[config.mk]
export PLATFORM = sky130hd
export DESIGN_NAME = serial_word_rx
export DESIGN_NICKNAME = d
export VERILOG_FILES = /design/src/rtl/serial_word_rx.sv
export SDC_FILE = /design/constraint.sdc
export NUM_CORES = 1
export LEC_CHECK = 0
export CAP_MARGIN = 20
export CORE_ASPECT_RATIO = 1.2
export CORE_MARGIN = 3
export CORE_UTILIZATION = 56
export CTS_BUF_LIST = sky130_fd_sc_hd__clkbuf_2 sky130_fd_sc_hd__clkbuf_4 sky130_fd_sc_hd__clkbuf_8
export DETAILED_ROUTE_END_ITERATION = 16
export PLACE_DENSITY = 0.93
export REMOVE_ABC_BUFFERS = 1
export SYNTH_ARGS = -nofsm -noshare
export SYNTH_HDL_FRONTEND = slang
export SYNTH_SLANG_ARGS = --single-unit
[constraint.sdc]
create_clock -name clock -period 1.62 [get_ports clock]
set_input_delay 0.324 -clock clock [delete_from_list [all_inputs] [get_ports clock]]
set_output_delay 0.324 -clock clock [all_outputs]
set_load 0.05 [all_outputs]
[src/rtl/serial_word_rx.sv]
// serial_word_rx: framed LSB-first serial receiver with a one-deep
// valid/ready output register and parity, framing and overrun status.
module serial_word_rx #(
    parameter int DATA_WIDTH = 8,
    parameter bit PARITY_EN  = 1'b1
) (
    input  logic                  clock,
    input  logic                  reset,
    input  logic                  serial_in,
    input  logic                  bit_en,
    output logic [DATA_WIDTH-1:0] rx_data,
    output logic                  rx_valid,
    input  logic                  rx_ready,
    output logic                  parity_err,
    output logic                  frame_err,
    output logic                  overrun_err
);

    localparam int CW = (DATA_WIDTH > 1) ? $clog2(DATA_WIDTH) : 1;

    typedef enum logic [2:0] {
        S_IDLE,
        S_DATA,
        S_PARITY,
        S_STOP,
        S_BREAK
    } state_t;

    logic [1:0]            sync_q;
    state_t                state_q, state_d;
    logic [CW-1:0]         cnt_q, cnt_d;
    logic [DATA_WIDTH-1:0] word_q, word_d;
    logic                  par_q, par_d;
    logic [DATA_WIDTH-1:0] data_q, data_d;
    logic                  valid_q, valid_d;
    logic                  perr_q, perr_d;
    logic                  ferr_q, ferr_d;
    logic                  oerr_q, oerr_d;
    logic                  s;
    logic                  frame_perr;
    logic                  commit;

    assign s          = sync_q[1];
    // Even parity: data bits XOR parity bit must be zero.
    assign frame_perr = PARITY_EN & ((^word_q) ^ par_q);

    // Two-flop synchronizer for the asynchronous serial line, idle high.
    always_ff @(posedge clock) begin
        if (reset) begin
            sync_q <= 2'b11;
        end else begin
            sync_q <= {sync_q[0], serial_in};
        end
    end

    // Frame state machine and output register next-state logic.
    always_comb begin
        state_d = state_q;
        cnt_d   = cnt_q;
        word_d  = word_q;
        par_d   = par_q;
        data_d  = data_q;
        valid_d = valid_q;
        perr_d  = perr_q;
        ferr_d  = 1'b0;
        oerr_d  = 1'b0;
        commit  = 1'b0;

        if (valid_q && rx_ready) begin
            valid_d = 1'b0;
        end

        if (bit_en) begin
            case (state_q)
                S_IDLE: begin
                    if (!s) begin
                        state_d = S_DATA;
                        cnt_d   = '0;
                    end
                end
                S_DATA: begin
                    word_d[cnt_q] = s;
                    cnt_d         = cnt_q + CW'(1);
                    if (cnt_q == CW'(DATA_WIDTH - 1)) begin
                        state_d = PARITY_EN ? S_PARITY : S_STOP;
                    end
                end
                S_PARITY: begin
                    par_d   = s;
                    state_d = S_STOP;
                end
                S_STOP: begin
                    if (s) begin
                        commit  = 1'b1;
                        state_d = S_IDLE;
                    end else begin
                        ferr_d  = 1'b1;
                        state_d = S_BREAK;
                    end
                end
                S_BREAK: begin
                    if (s) begin
                        state_d = S_IDLE;
                    end
                end
                default: state_d = S_IDLE;
            endcase
        end

        // A word may land in a register being emptied this same cycle.
        if (commit) begin
            if (!valid_q || rx_ready) begin
                data_d  = word_q;
                perr_d  = frame_perr;
                valid_d = 1'b1;
            end else begin
                oerr_d = 1'b1;
            end
        end
    end

    // State, shift register and output register updates.
    always_ff @(posedge clock) begin
        if (reset) begin
            state_q <= S_IDLE;
            cnt_q   <= '0;
            word_q  <= '0;
            par_q   <= 1'b0;
            data_q  <= '0;
            valid_q <= 1'b0;
            perr_q  <= 1'b0;
            ferr_q  <= 1'b0;
            oerr_q  <= 1'b0;
        end else begin
            state_q <= state_d;
            cnt_q   <= cnt_d;
            word_q  <= word_d;
            par_q   <= par_d;
            data_q  <= data_d;
            valid_q <= valid_d;
            perr_q  <= perr_d;
            ferr_q  <= ferr_d;
            oerr_q  <= oerr_d;
        end
    end

    assign rx_data     = data_q;
    assign rx_valid    = valid_q;
    assign parity_err  = perr_q;
    assign frame_err   = ferr_q;
    assign overrun_err = oerr_q;

endmodule

======== Word level (Yosys, flattened, before mapping) ========
Cells that the tools add are included.
word-level totals
  output and inout port bits .............. 12
  word-level logic and storage cells ...... 57
  flip-flop bits (word level) ............. 29
operators by class
  multiplexer cells ....................... 18
  magnitude comparators ................... 2
  bitwise logic cells ..................... 4
  eq/ne operators ......................... 8
  reduce and logical (&&, ||, !) cells .... 14
  add/sub/neg operators ................... 1
operator list
  operator               number
  $mux W3                5
  $pmux W3 S5            1
  $mux W1                9
  $bwmux W8              1
  $reduce_xor A8 Y1      1
  $eq A3 B2 Y1 const B   2
  $eq A3 B3 Y1 const B   2
  $ne A2 B2 Y1 const B   3
  $pmux W3 S2            1
  $reduce_and A2 Y1      3
  $lt A3 B4 Y1 const B   1
  $reduce_and A4 Y1      1
  $add A3 B1 Y3 const B  1
  $demux W1 S3           1
  $eq A3 B1 Y1 const B   1
  $ge A3 B1 Y1 const B   1
  $logic_not A3 Y1       1
  $not A1 Y1             3
  $reduce_and A3 Y1      1
  $reduce_or A3 Y1       1
  $logic_and A1 B1 Y1    2
  $reduce_bool A2 Y1     1
  $reduce_or A2 Y1       1
  $logic_not A1 Y1       1
  other kinds (2)        2

======== Depth between registers and ports, before layout ========
  word-level depth ........................ 5
  mapped depth ............................ 6
  mapped depth without buffers ............ 5

======== Worst setup path before layout ========
No wires, ideal clock.
  path type ............................... reg-to-reg
  start ................................... register valid_q, in the netlist rx_valid
  end ..................................... register perr_q, in the netlist parity_err
  clock period less this slack ............ 1.624 ns
  setup time .............................. 0.095 ns
  buffers on the path ..................... 1
  arrival ................................. 1.529 ns
  setup slack ............................. -0.004 ns
  stages on the path, launching flop included .. 6
  cell sequence ........................... dfxtp_1 > nand2b_1 > and4_4 > buf_6 > or3b_1 > o311ai_1
between the ends
  longest elaborated chain between the ends .. 3
ends and longest elaborated chain
  item                         RTL line  source
  start: declaration           35        logic valid_q, valid_d;
  start signal: assignment     140       valid_q <= valid_d;
  $logic_not A1 Y1             112       if (!valid_q || rx_ready) begin
  $logic_or A1 B1 Y1           112
  $reduce_and A2 Y1 (no line)  n/a
  end signal: assignment       141       perr_q <= perr_d;
  end: declaration             36        logic perr_q, perr_d;
Every way passes these cells.
A chain may end at the register's enable or synchronous reset.

======== Final worst setup path ========
  start ................................... register state_q[2]
  end ..................................... register perr_q, in the netlist parity_err
between the ends
  longest elaborated chain between the ends .. 4
ends and longest elaborated chain
  item                         RTL line  source
  start: declaration           30        state_t state_q, state_d;
  start signal: assignment     135       state_q <= state_d;
  $eq A3 B2 Y1                 74        case (state_q)
  $mux W1                      74
  $mux W1                      73        if (bit_en) begin
  $reduce_and A2 Y1 (no line)  n/a
Every way passes these cells.

==> impl_metrics.toml <==
[run_status]
status = "finished clean"

[finish]
drive_gt1_share_pct = 25.3
finalNonFillerCells = 184
area_growth_pct = 18.9
final_util_pct = 72.9
fin_area_um2 = 1560
fillers = 160
nets = 160
antennaDiodeCount = 0

[critical_path]
crit_chain = "and3b_1 -> and4_4 -> or3b_1 -> o311ai_1"
end_kind = "flop"
cp_max_fo = 11
reg2reg_depth = 4
cp.depth = 4
timing.critical_path.buf_inv = 0
max_stage_delay_ns = 0.43
slowest_stage = "dfxtp_2"
cp.arrival_ns = 1.69
required_ns = 1.86
crit_family = "simple AND/OR/NAND/NOR gates"
worstSetupPathType = "reg -> reg"
crit_path_start_kind = "flop"

[logic_synthesis]
synth_seq_area_share_pct = 44.3
ys_seq_elements = 29
netlist_area_um2 = 1310
syn_area_per_cell_um2 = 9.93
post-synth-top-area-fraction_pct = 44.3
yosysUniqueCellTypes = 36
synth_top_flop_cell = "dfxtp_1"
yosys_warnings = 0
synthArstFlopShare_pct = 0
synth_area_leader_cell = "dfxtp_1"
synthTopCellsByArea = "dfxtp_1 (44%), mux2i_1 (13%), nor2_1 (7.2%)"
synth_edf_count = 0
syn-instance-count = 132

[clocking]
cts_tree = "built"
cts.sinks = 29
cts-root-buf = "clkbuf_4"
clk_pin_slew_ns = 0.09
numCtsBuffers = 5
hold_buffers = 0
clk_latency_ns = 0.33
cts_buffer_depth = 2
htreeDepth = 2
ctsResizeCount = 0
post-cts-setup-buffer-count = 0

[sta]
finalHoldViolCount = 0
setup_ws_ns = 0.173
rsz0062_at_grt = "false"
slew_violations = 0
setup_viol = 0
min_period_ns = 1.45
clock_skew_ns = 0.00917
timing.final.crit_share_pct = 89.3
hold_ws_ns = 0.419
tightest_slew_ns = 0.445
fmax_mhz = 691
slew_headroom_pct = 70.3
fin_tns_setup_ns = 0

[grt]
grt_start_max_net_pins = 14
track_usage_pct = 20.1
antenna_found_initial = 0
grt_first_pass_wirelength_um = 4310
grt_pass1_vias = 1005
grt_overflow_total = 0

[floorplan]
io_pins = 17
die_height_um = 59.0
design.core.area_um2 = 2140
initial_core_util_pct = 61.3
die_x_um = 50.2
fp.dieArea_um2 = 2960
num_rows = 18

[power_and_ir_drop]
fin_total_pwr_mw = 1.21
peakVddDrop_mv = 0.638
leakage_nw = 0.621
power-per-cell-area_nw_per_um2 = 773

[worst_hold_path]
min_path_cells = 1
worstHoldPathType = "reg -> reg"

[route]
via_per_inst = 5.62
vias = 1034
wirelength_um = 2530
post-route-drc-count = 0
ant_nets = 0
wl_per_cell_um = 13.7
firstDrtPassIters = 4
drtIter0Drc = 10

[placed_design]
place_area_um2 = 1490
place_congestion = 0.822
detailedPlace.worstSlack_ns = -0.340
port_buffers = 16
dp_hpwl_um = 1800
dp.cells = 176

[job]
maxCapViolCount = 0
worst reg2reg max path, cell delays in order (launching register included):
cell	delay, ns
dfxtp_2	0.43
and3b_1	0.22
and4_4	0.25
or3b_1	0.37
o311ai_1	0.09
routing by layer:
layer  wire [um]  vias up  part of all wire [%]  global-route usage, %
li1            -      503                     -                      -
met1        1030      491                    41                   21.2
met5           0        -                     0                      0
met3         115       10                   4.5                   4.79
met2        1290       30                    51                   34.3
met4          91        0                   3.6                   15.8
cell type report:
| type | count | area (um^2) | area share [%] |
|---|---|---|---|
| multi-input combinational | 89 | 668 | 42.9 |
| sequential | 29 | 583 | 37.4 |
| timing repair buffer | 26 | 208 | 13.3 |
| clock buffer | 6 | 45.0 | 2.89 |
| tap | 30 | 37.5 | 2.41 |
| clock inverter | 2 | 10.0 | 0.642 |
| inverter | 2 | 7.51 | 0.482 |
cell usage in the layout, fill, tap and decap left out, types with 3 or more instances in the layout:
| cell type | n |
|---|---|
| dfxtp_1 | 27 |
| xnor2_1 | 4 |
| nand4b_1 | 4 |
| mux2i_1 | 17 |
| clkbuf_4 | 6 |
| a22oi_1 | 3 |
| buf_4 | 22 |
| nor3_1 | 3 |
| nor2_1 | 25 |
| a21oi_1 | 5 |
| clkdlybuf4s50_1 | 3 |
cell families after synthesis:
logic type / after synthesis / share of synthesized area [%]
AND/OR/NAND/NOR: 52 / 24.4
multiplexers: 17 / 13.0
adder cells (fa/ha/maj): 2 / 1.91
XOR/XNOR: 6 / 5.06
AO/OA/AOI/OAI: 12 / 5.92
buffers and inverters: 14 / 5.44
flip-flops: 29 / 44.3
final timing paths:
| check | startpoint | endpoint | slack, ns |
|---|---|---|---|
| max | state_q[2]$_SDFFE_PP0P_ | parity_err$_SDFFE_PP0P_ | 0.17 |
| min | sync_q[0]$_SDFF_PP1_ | sync_q[1]$_SDFF_PP1_ | 0.42 |
| max reg2reg | state_q[2]$_SDFFE_PP0P_ | parity_err$_SDFFE_PP0P_ | 0.17 |
| min reg2reg | sync_q[0]$_SDFF_PP1_ | sync_q[1]$_SDFF_PP1_ | 0.42 |
state kept, by name, indices dropped and copies added, names as in the netlist:
signal and flops:
frame_err 1, rx_data 8, par_q 1, sync_q 2, word_q 8, state_q 3
overrun_err 1, rx_valid 1, cnt_q 3, parity_err 1
report_power, final:
part,switching (mW),internal [mW],total [mW]
Combinational,0.0278,0.0287,0.0565
Clock,0.243,0.181,0.425
Sequential,0.00717,0.717,0.724
Total,0.278,0.927,1.21
synth_stat cells, types with 2 or more instances:
cell type,number
xnor2_1,4
nor4b_2,2
a21oi_1,5
nor4_1,2
clkbuf_1,6
a22oi_1,3
inv_1,2
nor2_1,25
nand3_1,2
mux2i_1,17
nor3_1,3
nand2b_1,2
ha_1,2
or2_2,2
buf_6,2
nand4b_1,4
dfxtp_1,29
buf_2,2
No activity file was read; power rests on OpenSTA's default activity.
